<file path="src/rtl/vmicro16_cluster_apb_ic_pkg.sv">
// rtl/vmicro16_cluster_apb_ic_pkg.sv - shared constants for the cluster APB interconnect
// Purpose : FSM state encodings and default routing/timeout constants used by
//           vmicro16_cluster_apb_ic and its local memory.
// Contents: IC_* state codes, DEF_LOCAL_SEL_BIT, DEF_TIMEOUT_CYCLES, ERR_COUNT_MAX.
package vmicro16_cluster_apb_ic_pkg;

  localparam logic [1:0] IC_IDLE   = 2'd0;
  localparam logic [1:0] IC_SETUP  = 2'd1;
  localparam logic [1:0] IC_ACCESS = 2'd2;
  localparam logic [1:0] IC_DONE   = 2'd3;

  localparam int DEF_LOCAL_SEL_BIT  = 15;
  localparam int DEF_TIMEOUT_CYCLES = 255;

  localparam logic [7:0] ERR_COUNT_MAX = 8'hFF;

endpackage

</file>
<file path="src/rtl/vmicro16_cluster_lmem.sv">
// rtl/vmicro16_cluster_lmem.sv - cluster-local single-port synchronous word memory
// Purpose : LOCAL_WORDS x DATA_WIDTH RAM; a read during a write returns the old word.
//           Contents are deliberately not reset.
// Ports   : clk, i_en (access enable), i_we (write), i_addr, i_wdata, o_rdata (registered).
module vmicro16_cluster_lmem #(
  parameter int DATA_WIDTH  = 16,
  parameter int LOCAL_WORDS = 64,
  parameter int ADDR_BITS   = 6
) (
  input  logic                  clk,
  input  logic                  i_en,
  input  logic                  i_we,
  input  logic [ADDR_BITS-1:0]  i_addr,
  input  logic [DATA_WIDTH-1:0] i_wdata,
  output logic [DATA_WIDTH-1:0] o_rdata
);

  logic [DATA_WIDTH-1:0] r_mem [LOCAL_WORDS];

  always_ff @(posedge clk) begin
    if (i_en) begin
      if (i_we) begin
        r_mem[i_addr] <= i_wdata;
      end
      o_rdata <= r_mem[i_addr];
    end
  end

endmodule

</file>
<file path="src/rtl/vmicro16_cluster_apb_ic.sv">
// rtl/vmicro16_cluster_apb_ic.sv - round-robin APB interconnect: NCORES cores to local RAM or upstream
// Purpose : Arbitrates one transfer at a time among the core ports. Address bit
//           LOCAL_SEL_BIT picks the local RAM (0) or the upstream master (1).
//           Upstream accesses abort with PSLVERR after TIMEOUT_CYCLES wait cycles.
// Ports   : clk, reset (async, active low)
//           S_*  : packed per-core APB slave ports (core c in slice c)
//           M_*  : upstream APB master port
//           grant_id : core currently or last granted; err_count : saturating timeout count
module vmicro16_cluster_apb_ic
  import vmicro16_cluster_apb_ic_pkg::*;
#(
  parameter int BUS_WIDTH      = 16,
  parameter int DATA_WIDTH     = 16,
  parameter int NCORES         = 4,
  parameter int LOCAL_WORDS    = 64,
  parameter int LOCAL_SEL_BIT  = DEF_LOCAL_SEL_BIT,
  parameter int TIMEOUT_CYCLES = DEF_TIMEOUT_CYCLES,
  localparam int GW            = (NCORES > 1) ? $clog2(NCORES) : 1
) (
  input  logic                         clk,
  input  logic                         reset,
  input  logic [NCORES*BUS_WIDTH-1:0]  S_PADDR,
  input  logic [NCORES-1:0]            S_PWRITE,
  input  logic [NCORES-1:0]            S_PSELx,
  input  logic [NCORES-1:0]            S_PENABLE,
  input  logic [NCORES*DATA_WIDTH-1:0] S_PWDATA,
  output logic [NCORES*DATA_WIDTH-1:0] S_PRDATA,
  output logic [NCORES-1:0]            S_PREADY,
  output logic [NCORES-1:0]            S_PSLVERR,
  output logic [BUS_WIDTH-1:0]         M_PADDR,
  output logic                         M_PWRITE,
  output logic                         M_PSELx,
  output logic                         M_PENABLE,
  output logic [DATA_WIDTH-1:0]        M_PWDATA,
  input  logic [DATA_WIDTH-1:0]        M_PRDATA,
  input  logic                         M_PREADY,
  output logic [GW-1:0]                grant_id,
  output logic [7:0]                   err_count
);

  localparam int LAW = (LOCAL_WORDS > 1) ? $clog2(LOCAL_WORDS) : 1;
  localparam int TW  = (TIMEOUT_CYCLES > 0) ? $clog2(TIMEOUT_CYCLES + 1) : 1;
  localparam int SPW = NCORES * DATA_WIDTH;

  logic [1:0]            r_state;
  logic [GW-1:0]         r_ptr;
  logic [GW-1:0]         r_grant;
  logic [BUS_WIDTH-1:0]  r_addr;
  logic                  r_write;
  logic [DATA_WIDTH-1:0] r_wdata;
  logic                  r_up;
  logic [DATA_WIDTH-1:0] r_rdata;
  logic                  r_err;
  logic [TW-1:0]         r_tcnt;
  logic [7:0]            r_err_count;

  // First requester at or after ptr, wrapping modulo NCORES.
  function automatic logic [GW-1:0] rr_pick(input logic [NCORES-1:0] req, input logic [GW-1:0] ptr);
    logic [GW-1:0]     pick;
    logic              found;
    logic [NCORES-1:0] sh;
    int                idx;
    pick  = ptr;
    found = 1'b0;
    for (int i = 0; i < NCORES; i++) begin
      idx = (int'(ptr) + i) % NCORES;
      sh  = req >> idx;
      if (!found && sh[0]) begin
        pick  = GW'(idx);
        found = 1'b1;
      end
    end
    return pick;
  endfunction

  logic [GW-1:0]               w_pick;
  logic [NCORES*BUS_WIDTH-1:0] w_addr_sh;
  logic [SPW-1:0]              w_wdata_sh;
  logic [NCORES-1:0]           w_write_sh;
  logic [NCORES-1:0]           w_pen_sh;
  logic [BUS_WIDTH-1:0]        w_req_addr;
  logic [DATA_WIDTH-1:0]       w_req_wdata;
  logic                        w_req_write;
  logic                        w_pen;
  logic                        w_timeout;
  logic                        w_done;
  logic                        w_up_active;
  logic [DATA_WIDTH-1:0]       w_mem_rdata;
  logic [DATA_WIDTH-1:0]       w_done_data;
  logic [NCORES-1:0]           w_grant_oh;
  logic [GW-1:0]               w_ptr_next;

  assign w_pick      = rr_pick(S_PSELx, r_ptr);
  assign w_addr_sh   = S_PADDR >> (w_pick * BUS_WIDTH);
  assign w_wdata_sh  = S_PWDATA >> (w_pick * DATA_WIDTH);
  assign w_write_sh  = S_PWRITE >> w_pick;
  assign w_pen_sh    = S_PENABLE >> r_grant;
  assign w_req_addr  = w_addr_sh[BUS_WIDTH-1:0];
  assign w_req_wdata = w_wdata_sh[DATA_WIDTH-1:0];
  assign w_req_write = w_write_sh[0];
  assign w_pen       = w_pen_sh[0];

  // Fires on the last permitted ACCESS cycle; a zero limit never fires.
  assign w_timeout   = (TIMEOUT_CYCLES != 0) && (r_tcnt == TW'(TIMEOUT_CYCLES - 1));
  assign w_ptr_next  = (r_grant == GW'(NCORES - 1)) ? '0 : r_grant + 1'b1;

  assign w_done      = (r_state == IC_DONE);
  assign w_up_active = r_up && ((r_state == IC_SETUP) || (r_state == IC_ACCESS));
  assign w_done_data = r_up ? r_rdata : w_mem_rdata;
  assign w_grant_oh  = NCORES'(1) << r_grant;

  // Outputs decode straight from registered state so an async reset idles them at once.
  assign S_PREADY    = w_done ? w_grant_oh : '0;
  assign S_PSLVERR   = (w_done && r_err) ? w_grant_oh : '0;
  assign S_PRDATA    = w_done ? (SPW'(w_done_data) << (r_grant * DATA_WIDTH)) : '0;

  assign M_PSELx     = w_up_active;
  assign M_PENABLE   = r_up && (r_state == IC_ACCESS);
  assign M_PADDR     = w_up_active ? r_addr : '0;
  assign M_PWRITE    = w_up_active ? r_write : 1'b0;
  assign M_PWDATA    = w_up_active ? r_wdata : '0;

  assign grant_id    = r_grant;
  assign err_count   = r_err_count;

  vmicro16_cluster_lmem #(
    .DATA_WIDTH (DATA_WIDTH),
    .LOCAL_WORDS(LOCAL_WORDS),
    .ADDR_BITS  (LAW)
  ) u_lmem (
    .clk    (clk),
    .i_en   ((r_state == IC_ACCESS) && !r_up),
    .i_we   (r_write),
    .i_addr (r_addr[LAW-1:0]),
    .i_wdata(r_wdata),
    .o_rdata(w_mem_rdata)
  );

  always_ff @(posedge clk or negedge reset) begin
    if (!reset) begin
      r_state     <= IC_IDLE;
      r_ptr       <= '0;
      r_grant     <= '0;
      r_addr      <= '0;
      r_write     <= 1'b0;
      r_wdata     <= '0;
      r_up        <= 1'b0;
      r_rdata     <= '0;
      r_err       <= 1'b0;
      r_tcnt      <= '0;
      r_err_count <= '0;
    end else begin
      case (r_state)
        IC_IDLE: begin
          if (|S_PSELx) begin
            r_grant <= w_pick;
            r_addr  <= w_req_addr;
            r_write <= w_req_write;
            r_wdata <= w_req_wdata;
            r_up    <= w_req_addr[LOCAL_SEL_BIT];
            r_rdata <= '0;
            r_err   <= 1'b0;
            r_tcnt  <= '0;
            r_state <= IC_SETUP;
          end
        end
        IC_SETUP: begin
          if (w_pen) begin
            r_state <= IC_ACCESS;
          end
        end
        IC_ACCESS: begin
          if (!r_up) begin
            r_state <= IC_DONE;
          end else if (M_PREADY) begin
            r_rdata <= M_PRDATA;
            r_err   <= 1'b0;
            r_state <= IC_DONE;
          end else if (w_timeout) begin
            r_rdata <= '0;
            r_err   <= 1'b1;
            if (r_err_count != ERR_COUNT_MAX) begin
              r_err_count <= r_err_count + 8'd1;
            end
            r_state <= IC_DONE;
          end else begin
            r_tcnt <= r_tcnt + 1'b1;
          end
        end
        IC_DONE: begin
          r_ptr   <= w_ptr_next;
          r_state <= IC_IDLE;
        end
        default: r_state <= IC_IDLE;
      endcase
    end
  end

endmodule

</file>
<file path="config.mk">
export PLATFORM = sky130hd
export DESIGN_NAME = vmicro16_cluster_apb_ic
export DESIGN_NICKNAME = d
export VERILOG_FILES = /design/src/rtl/vmicro16_cluster_apb_ic_pkg.sv /design/src/rtl/vmicro16_cluster_lmem.sv /design/src/rtl/vmicro16_cluster_apb_ic.sv
export SDC_FILE = /design/constraint.sdc
export NUM_CORES = 1
export LEC_CHECK = 0
export BUFFER_PORTS_ARGS = -buffer_cell sky130_fd_sc_hd__buf_4
export CAP_MARGIN = 0
export CORE_ASPECT_RATIO = 0.9
export CORE_MARGIN = 1.5
export CORE_UTILIZATION = 35
export CTS_BUF_LIST = sky130_fd_sc_hd__clkbuf_4 sky130_fd_sc_hd__clkbuf_8 sky130_fd_sc_hd__clkbuf_16
export CTS_CLUSTER_SIZE = 30
export DETAILED_ROUTE_END_ITERATION = 12
export PLACE_DENSITY_LB_ADDON = 0.15
export SLEW_MARGIN = 0
export SYNTH_ARGS = -nofsm -noshare
export SYNTH_HDL_FRONTEND = slang
export SYNTH_SLANG_ARGS = --single-unit
</file>
<file path="constraint.sdc">
create_clock -name clk -period 6.75 [get_ports clk]
set_input_delay 0.675 -clock clk [delete_from_list [all_inputs] [get_ports clk]]
set_output_delay 0.675 -clock clk [all_outputs]
set_load 0.01 [all_outputs]
</file>
; ---- Yosys cells after proc, flatten, opt, wreduce, memory -nomap -nowiden
; Memories as Yosys holds them, arrays and structs flattened. A register that Yosys moved wholly into a read port is not among the register bits.
; Cells that the tools add are included.
[classes]
addsub = 6
eq_ne = 13
n_shift = 10
muxes = 38
bitwise_logic = 4
reduce_logical = 23
[op_table]
columns = operator, count
row1 = $shr A64 B6 Y16, 2
row2 = $mux W16, 7
row3 = $shr A4 B32 Y1, 3
row4 = $mux W64, 1
row5 = $shl A16 B6 Y64, 1
row6 = $mux W8, 4
row7 = $pmux W16 S2, 1
row8 = $mux W2, 9
row9 = $add A8 B1 Y8 const B, 2
row10 = $pmux W8 S2, 1
row11 = $shr A4 B2 Y1, 3
row12 = $mux W1, 11
row13 = $ne A2 B2 Y1 const B, 5
row14 = $reduce_and A5 Y1, 2
row15 = $eq A8 B8 Y1 const B, 1
row16 = $mux W4, 2
row17 = $ne A8 B8 Y1 const B, 1
row18 = $pmux W2 S4, 1
row19 = $logic_and A1 B1 Y1, 7
row20 = $eq A2 B2 Y1 const B, 3
row21 = $reduce_or A2 Y1, 3
row22 = $add A2 B1 Y2 const B, 2
row23 = $add A2 B2 Y2 const B, 2
row24 = $logic_not A1 Y1, 4
row25 = 14 further kinds, 16
[word_totals]
regBits = 73
ram_bits = 1024
inputBits = 159
output_inout_bits = 117
word_cells = 106
n_memories = 1
[memory_table]
columns = memory, words, word_bits, rd, rd_clocked_by_memory_dff, wr, line_no
row1 = u_lmem.r_mem, 64, 16, 1, 1, 1, vmicro16_cluster_lmem.sv:18  ; logic [DATA_WIDTH-1:0] r_mem [LOCAL_WORDS];

; ---- Depth between registers and ports, before layout
; Gate-level depths: netlist of the first run.
[logic_depth]
depth_word = 13
mapped_depth = 11
mapped_depth_nobuf = 8

; ---- Modules after synthesis
; A second synthesis of the first run with hierarchy kept.
[hier_totals]
hier_cells = 2864
hier_area_um2 = 45169.6
[by_module_without_submodules]
columns = mod, n_inst, cells_each, area_each_um2, seq_area_each_um2
row1 = vmicro16_cluster_lmem, 1, 2289, 40064.7, 31230.0
row2 = vmicro16_cluster_apb_ic, 1, 575, 5104.9, 1801.7

; ---- Worst setup path before layout of the first run
; No wires, ideal clock.
[synth_path]
kind = register -> register
startpoint = register r_state[0]
endpoint = memory u_lmem.r_mem[11][0], enable pin
setup_time_ns = 0.389
t_arrival_ns = 3.265
required_ns = 6.361
slack_ns = 3.097
path_stages_with_launch = 9
path_buffers = 2
synth_period_minus_slack_ns = 3.653
cell_sequence = dfrtp_1 -> inv_1 -> ha_1 -> clkbuf_1 -> nor2b_1 -> and2_1 -> clkbuf_1 -> nand3_1 -> nor2_1
[synth_between]
elab_chain_cells = 4
[synth_rtl]
columns = item, line_no
row1 = start: declaration, vmicro16_cluster_apb_ic.sv:45  ; logic [1:0] r_state;
row2 = start signal: assignment, vmicro16_cluster_apb_ic.sv:141  ; r_state <= IC_IDLE;
row3 = start signal: assignment, vmicro16_cluster_apb_ic.sv:164  ; r_state <= IC_SETUP;
row4 = start signal: assignment, vmicro16_cluster_apb_ic.sv:169  ; r_state <= IC_ACCESS;
row5 = $eq A2 B2 Y1, vmicro16_cluster_apb_ic.sv:132  ; .i_en ((r_state == IC_ACCESS) && !r_up),
row6 = $logic_and A1 B1 Y1, vmicro16_cluster_apb_ic.sv:132
row7 = $mux W1, vmicro16_cluster_lmem.sv:21  ; if (i_en) begin
row8 = $mux W1 (implied by the code), vmicro16_cluster_lmem.sv:23  ; r_mem[i_addr] <= i_wdata;
row9 = end: declaration, vmicro16_cluster_lmem.sv:18
; Every way passes these cells.

==> summary.txt, run 1 <==
STA
  – Hold Violations, Final: 0
  – Tightest Pin Transition: between 1 and 1.5 ns
  – Maximum achievable frequency: approximately 0.21 GHz
  – Share of the cycle needed by the critical path after routing: around 70%
  – Final setup violation count: 0
  – WHS: 0.0948 ns
  – Count of pins over their slew limit: 0
  – RSZ-0062 raised after global routing: no
  – Worst slew margin relative to its limit: 18.3%
  – Clock Skew: approximately 0.040 ns
  – Clock period minus worst slack: approximately 4.7 ns
  – Final total negative setup slack: 0 ns

Logic synthesis
  – Average cell area after synthesis: 16.6 µm²
  – Share of synthesized area occupied by flip-flops and latches: between 70 and 80%
  – Area share of fa/ha/maj cells after synthesis: 0.334%
  – Primary FF master, synth: sky130_fd_sc_hd__edfxtp_1
  – Number of register bits inferred by synthesis: between 1k and 1.5k
  – Multiplexer fraction of the synthesized cell area: between 10% and 20%
  – Yosys warning count: 0
  – Largest family of logic cells by synthesized area: multiplexers
  – Complex-gate fraction of the synthesized area: approximately 8.3%
  – Count of unique library cells instantiated by Yosys: between 60 and 70
  – Simple-gate share of the synthesized area: between 4 and 5%
  – Count of flip-flops with a built-in enable after synthesis: ~1.0k
  – Share of async-settable or async-resettable flops after synthesis: 6.47%
  – Combined area of all synthesized cells: ~45000 µm²
  – Xor-xnor portion of the synthesized cell area: 0.136%
  – Syn Nets: about 2.9k
  – Post-synthesis cell count: 2713

Critical path
  – CP max FO: 50
  – Crit path largest cell delay: 1.03 ns
  – Most frequent cell on the critical path: sky130_fd_sc_hd__o22ai_1
  – Data required time of the critical path: 7.14 ns
  – Sequence of cells on the critical path: buf_4, or2b_1, o22ai_1, a211oi_1, o22ai_1, a2111oi_0, nand4_1
  – Crit path arrival time: 5.06 ns
  – Crit Path Category: reg2reg
  – CP endpoint kind: register
  – Worst Reg-to-Reg Cells: 7
  – Worst path slowest cell: sky130_fd_sc_hd__a2111oi_0
  – Startpoint type of the worst setup path: register

Global routing
  – Number of global-route vias before repair: about 27k
  – Residual overflow from global routing: 0
  – Total Routing Usage GR: between 20% and 30%
  – First-pass GRT wire length: ~210 mm
  – Global-route layer with the greatest usage: met2
  – Antenna violations before repair: 3
  – Met1 Resource Use GR: a little under a third
  – Met3 capacity usage during global routing: about 4.4%
  – Largest net degree at the start of global routing: 92
  – Fraction of met2 tracks used by global routing: between 30 and 40%

Pwr
  – Leakage power: approximately 18 nW
  – Combinational share of power: 33.4%
  – Pwr Density: ~440 nW/µm²
  – Clock power frac: a little over a quarter
  – Maximum resistive drop on vdd: 0.291 mV
  – Sequential power share: 40.1%
  – Total internal power: 14.7 mW
  – Switching Power: a little under 9 mW
  – Fraction of power spent switching nets: 37.6%

Detailed routing
  – Post-route DRC violation count: 0
  – DR vias/cell: about 5.7
  – First DRT Iteration DRCs: 2890
  – Routed length per instance: between 30 and 40 µm
  – Vias: about 27k
  – Antenna Violating Nets Remaining: 0
  – Number of iterations in the first detailed-routing pass: 5
  – Final wirelength: 149 mm

Place
  – I/O Buffers: 275
  – Routability Congestion: just over 0.9
  – Post-DP HPWL: between 80 and 90 mm

Floorplanning
  – Starting utilization of the core area: 35.4%
  – Full die area: approximately 130000 µm²
  – Die span in x: around 380 µm
  – Die extent in y: 343 µm
  – Ports: around 280
  – Area of the core: approximately 130000 µm²
  – Row cnt: about 120

Cells and area
  – Share of cells above drive strength 1: a little under a quarter
  – Synth-to-layout area growth: 17.6%
  – Final nets: roughly 3.2k

Clocking
  – CTS tree: done
  – Maximum clock path buffer count: 3
  – Gates resized, CTS repair: 0
  – Clock latency of the later-clocked register in the worst-skew pair: 0.76 ns
  – Number of clock buffers inserted by TritonCTS: ~120
  – Number of buffers added for setup after CTS: 0
  – Sink Count: about 1.1k
  – Hold-fix buffers, CTS: 0
  – H-tree depth reported by CTS: 3
  – Clock transition at the registers of the reported paths: about 0.060 ns
  – Root Buffer: sky130_fd_sc_hd__clkbuf_16

Hold path
  – Type of the most critical hold path: in2async

Outcome
  – Outcome: finished, final reports clean

Run
  – Maximum Capacitance Violations: 0
[final cells by class]
type / count / area (µm²)
fillers: 11469 / 74300
clock inverters: 72 / 609
flip-flops and latches: 1112 / 33100
well taps: 1701 / 2130
repair buffers: 397 / 3020
inverters: 13 / 48.8
diodes: 1 / 2.50
clock buffers: 138 / 3070
multi-input cells: 1403 / 11000
[worst max-delay path: cells and delay by family, from the launching register on]
family / cells / cell delay [ns]
buf+inv: 1 / 0.76
flops: 1 / 0.67
compound gates: 4 / 1.76
simple gates: 2 / 0.99
[stage by stage]
stage               worst slack (ns)  instance area (µm²)  utilization (%)  cells  total power [mW]
finish                          2.08                52900             41.6   4837              23.5
global route                    2.05                52900             41.6   4836              24.2
CTS                             2.28                52900             41.6   4836              23.6
detailed placement              2.29                49300             38.7   4626              17.3
global placement                2.35                49300             38.7   4626              17.2
floorplan                       3.10                45000                -   2713              13.6
[cell families (layout without fill, tap and decap cells)]
kind of cell             Yosys count  count (layout)
buffers and inverters            198             620
flip-flops                      1112            1112
multiplexers                     402             402
other                              0               1
AO/OA/AOI/OAI                    516             516
AND/OR/NAND/NOR                  466             466
adder cells (fa/ha/maj)           12              12
XOR/XNOR                           7               7
[metal layers]
| layer | wire length [µm] | vias to the layer above |
|---|---|---|
| met3 | 11100 | 186 |
| met4 | 3360 | 4 |
| met1 | 64700 | 14411 |
| met2 | 69300 | 1206 |
| met5 | 34 | - |
| li1 | - | 11556 |
[sequential cells by signal, summed over array words and instances, names as in the netlist]
| register | cells |
|---|---|
| err_count | 8 |
| grant_id | 2 |
| r_addr | 16 |
| r_err | 1 |
| r_ptr | 2 |
| r_rdata | 16 |
| r_state | 2 |
| r_tcnt | 8 |
| r_wdata | 16 |
| r_write | 1 |
| u_lmem.o_rdata | 16 |
| u_lmem.r_mem | 1024 |
[Yosys cell counts (8+ instances only)]
cell type,n,area share [%]
sky130_fd_sc_hd__mux2_2,76,1.9
sky130_fd_sc_hd__ha_1,12,0.33
sky130_fd_sc_hd__a31oi_1,9,0.13
sky130_fd_sc_hd__edfxtp_1,1040,69
sky130_fd_sc_hd__o21ai_0,89,0.99
sky130_fd_sc_hd__nand3_1,26,0.29
sky130_fd_sc_hd__o221ai_1,37,0.72
sky130_fd_sc_hd__nand4_1,11,0.15
sky130_fd_sc_hd__buf_6,17,0.43
sky130_fd_sc_hd__clkbuf_1,74,0.62
sky130_fd_sc_hd__buf_1,10,0.083
sky130_fd_sc_hd__nor2b_1,9,0.13
sky130_fd_sc_hd__dfrtp_1,72,4.0
sky130_fd_sc_hd__a211oi_1,13,0.22
sky130_fd_sc_hd__buf_4,24,0.40
sky130_fd_sc_hd__inv_1,11,0.092
sky130_fd_sc_hd__nand2b_1,10,0.14
sky130_fd_sc_hd__buf_2,57,0.63
sky130_fd_sc_hd__mux4_2,54,2.7
sky130_fd_sc_hd__a222oi_1,8,0.18
sky130_fd_sc_hd__a22oi_1,74,1.2
sky130_fd_sc_hd__and2_1,13,0.18
sky130_fd_sc_hd__a221oi_1,110,2.1
sky130_fd_sc_hd__a22o_1,16,0.31
sky130_fd_sc_hd__a221o_1,11,0.24
sky130_fd_sc_hd__nand2_1,128,1.1
sky130_fd_sc_hd__and3_1,48,0.67
sky130_fd_sc_hd__a21oi_1,58,0.65
sky130_fd_sc_hd__nor2_1,181,1.5
sky130_fd_sc_hd__o22ai_1,50,0.70
sky130_fd_sc_hd__mux2i_1,268,6.0
[cell usage in the layout (no fill, tap or decap), types with 74 or more instances in the layout]
cell / count
sky130_fd_sc_hd__edfxtp_1: 1040
sky130_fd_sc_hd__buf_4: 394
sky130_fd_sc_hd__mux2i_1: 268
sky130_fd_sc_hd__nor2_1: 180
sky130_fd_sc_hd__nand2_1: 128
sky130_fd_sc_hd__clkbuf_16: 116
sky130_fd_sc_hd__a221oi_1: 110
sky130_fd_sc_hd__o21ai_0: 89
sky130_fd_sc_hd__mux2_2: 76
sky130_fd_sc_hd__a22oi_1: 74
[power groups by stage]
stage | clock [mW] | sequential (mW) | combinational [mW]
finish | 6.23 | 9.41 | 7.83
detailed placement | 0 | 9.55 | 7.79
global route | 6.60 | 9.44 | 8.18
CTS | 6.34 | 9.40 | 7.82
global placement | 0 | 9.53 | 7.71
floorplan | 0 | 9.43 | 4.20
[worst paths after layout]
path / from / to / slack (ns)
worst min-delay path: reset / r_wdata[13] / 0.09
worst max register to register: r_addr[0] / u_lmem.o_rdata[0] / 2.08
max in group asynchronous: reset / r_addr[2] / 5.94
min in group clk: M_PRDATA[11] / r_rdata[11] / 0.18
worst min register to register: r_addr[9] / r_addr[9] / 0.48
worst max-delay path: r_addr[0] / u_lmem.o_rdata[0] / 2.08
(Power assumes the default switching activity.)
==> run 2, diff against run 1 <==
==> constraint.sdc (replaced) <==
create_clock -name clk -period 4.8 [get_ports clk]
set_input_delay 0.48 -clock clk [delete_from_list [all_inputs] [get_ports clk]]
set_output_delay 0.48 -clock clk [all_outputs]
set_load 0.01 [all_outputs]
==> run 2 against run 1 <==
Power grew 43%. Register-to-register slack lost 1.3 ns. Largest cell class unchanged. Worst setup slack worse by 1.3 ns. Sequential share of layout area fell by 0.52 points. Non-clock buffer count is 26 higher. Combinational power grew 44%. Clock power rose by 44%. Design area grew 0.83%. Cell count increased by 0.70%.
==> summary.txt, run 2 (synthesis gave the netlist of run 1 again) <==
Outcome
  – Outcome: finished, final reports clean

Pwr
  – Pwr Density: about 630 nW/µm²
  – Leakage power: about 18 nW
  – Maximum resistive drop on vdd: ~0.47 mV

Floorplanning
  – Ports: approximately 280
  – Die span in x: around 380 µm
  – Full die area: ~130000 µm²
  – Die extent in y: 343 µm
  – Starting utilization of the core area: between 30% and 40%
  – Area of the core: between 100000 and 150000 µm²
  – Row cnt: approximately 120

Cells and area
  – Share of cells above drive strength 1: 24.5%
  – Reg with most FFs: u_lmem.r_mem
  – Non-Filler Cell Area, Final: 53400 µm²
  – Most frequent cells in the layout: sky130_fd_sc_hd__edfxtp_1, sky130_fd_sc_hd__buf_4, sky130_fd_sc_hd__mux2i_1
  – Synth-to-layout area growth: 18.6%
  – Max reg flops: 1024
  – Filler cell count: roughly 11k
  – Final nets: between 3k and 4k
  – Commonest non-fill, non-tap cell in the layout: sky130_fd_sc_hd__edfxtp_1

Clocking
  – Sink Count: roughly 1.1k
  – Clock transition at the registers of the reported paths: 0.06 ns
  – Clock latency of the later-clocked register in the worst-skew pair: between 0.7 and 0.8 ns
  – H-tree depth reported by CTS: 3
  – Number of clock buffers inserted by TritonCTS: 118
  – CTS tree: done
  – Hold-fix buffers, CTS: 3
  – Number of buffers added for setup after CTS: 0
  – Gates resized, CTS repair: 0
  – Root Buffer: sky130_fd_sc_hd__clkbuf_16
  – Maximum clock path buffer count: 3

Global routing
  – Global-route layer with the greatest usage: met2
  – First-pass GRT wire length: roughly 210 mm
  – Total Routing Usage GR: about 22%
  – Residual overflow from global routing: 0
  – Largest net degree at the start of global routing: between 70 and 80
  – Antenna violations before repair: 4
  – Number of global-route vias before repair: between 20k and 30k
  – Met1 Resource Use GR: 31.6%
  – Fraction of met2 tracks used by global routing: approximately a third
  – Met3 capacity usage during global routing: 5.10%

STA
  – Final setup violation count: 0
  – Clock Skew: around 0.036 ns
  – Share of the cycle needed by the critical path after routing: 83.8%
  – Clock period minus worst slack: between 4 and 5 ns
  – Tightest Pin Transition: around 1.2 ns
  – Count of pins over their slew limit: 0
  – Maximum achievable frequency: ~0.25 GHz
  – RSZ-0062 raised after global routing: no
  – Hold Violations, Final: 0
  – Worst slew margin relative to its limit: 17.0%
  – Final total negative setup slack: 0 ns

Detailed routing
  – Final wirelength: approximately 150 mm
  – First DRT Iteration DRCs: 3199
  – Antenna Violating Nets Remaining: 0
  – Routed length per instance: a little over 30 µm
  – Post-route DRC violation count: 0
  – Number of iterations in the first detailed-routing pass: 6
  – Vias: 27.5k
  – DR vias/cell: 5.64

Hold path
  – Type of the most critical hold path: in2reg
  – Hold path start: M_PRDATA[11]
  – Count of cells along the worst hold path: 3
  – Capture endpoint of the worst hold path: r_rdata[11]

Critical path
  – Register-to-register path setup slack: around 0.8 ns
  – Sequence of cells on the critical path: nand2b_1, nor2_1, nand2_1, nor2_1, buf_4
  – Crit path arrival time: roughly 4.4 ns
  – Crit path largest cell delay: a little over 1 ns
  – CP endpoint kind: register
  – Worst path slowest cell: sky130_fd_sc_hd__nor2_1
  – Critical R2R Capture: u_lmem.r_mem[10][5]
  – Most frequent cell on the critical path: sky130_fd_sc_hd__nor2_1
  – Data required time of the critical path: around 5.2 ns
  – Startpoint type of the worst setup path: register
  – Launch point of the worst reg-to-reg path: r_addr[1]
  – CP max FO: 30
  – Crit Path Category: reg2reg
  – Worst Reg-to-Reg Cells: 5

Place
  – Placed instance area: just under 50000 µm²
  – Post-DP HPWL: around 93 mm
  – Routability Congestion: 0.937
  – I/O Buffers: 275

Run
  – Maximum Capacitance Violations: 0
## run 2: worst max-delay path by stage
stage / from / to / cells after the start
floorplan: r_state[0] / u_lmem.r_mem[11][0] / 8
global placement: r_addr[1] / u_lmem.o_rdata[0] / 8
detailed placement: r_state[0] / u_lmem.r_mem[27][11] / 7
CTS: r_addr[1] / u_lmem.r_mem[10][5] / 5
global route: r_addr[1] / u_lmem.r_mem[10][3] / 5
finish: r_addr[1] / u_lmem.r_mem[10][5] / 5
## run 2: per-stage QoR
| step | worst slack [ns] | instances | hold slack [ns] | power [mW] | utilization [%] |
|---|---|---|---|---|---|
| after floorplan | 1.15 | 2713 | 0.184 | 19.2 | - |
| after global placement | 0.234 | 4648 | 0.464 | 24.5 | 38.9 |
| after detailed placement | 0.999 | 4649 | 0.470 | 24.6 | 38.9 |
| after CTS | 0.920 | 4869 | 0.000649 | 33.6 | 41.9 |
| after global routing | 0.729 | 4869 | 0.0242 | 34.6 | 41.9 |
| final | 0.777 | 4871 | 0.0425 | 33.5 | 41.9 |
## run 2: report_power, final
part / total [mW] / internal, mW / switching (mW)
registers: 13.3 / 12.3 / 0.930
clock network: 9.00 / 5.23 / 3.77
logic: 11.3 / 3.46 / 7.82
total: 33.5 / 21.0 / 12.5
## run 2: critical path, delay by kind of cell (launching register included)
kind                   cells  cell delay (ns)
buffers and inverters      1             0.32
DFF                        1             0.84
and+or+nand+nor            4             2.48
## run 2: area by class of cell
type	instances	area [µm²]	share of cell area, %
flip-flops and latches	1112	33100	62.0
multi-input cells	1403	11000	20.6
repair buffers	423	3320	6.23
clock buffers	141	3140	5.89
well taps	1701	2130	3.99
clock inverters	76	664	1.24
inverters	13	48.8	0.0914
diodes	2	5.00	0.00938
## run 2: per-layer routing
metal / wire (µm) / share of wire [%] / vias to the layer above
met5: 0 / 0 / -
met3: 12900 / 8.6 / 223
li1: - / - / 11615
met4: 4160 / 2.8 / 0
met1: 64900 / 43 / 14259
met2: 68500 / 46 / 1378
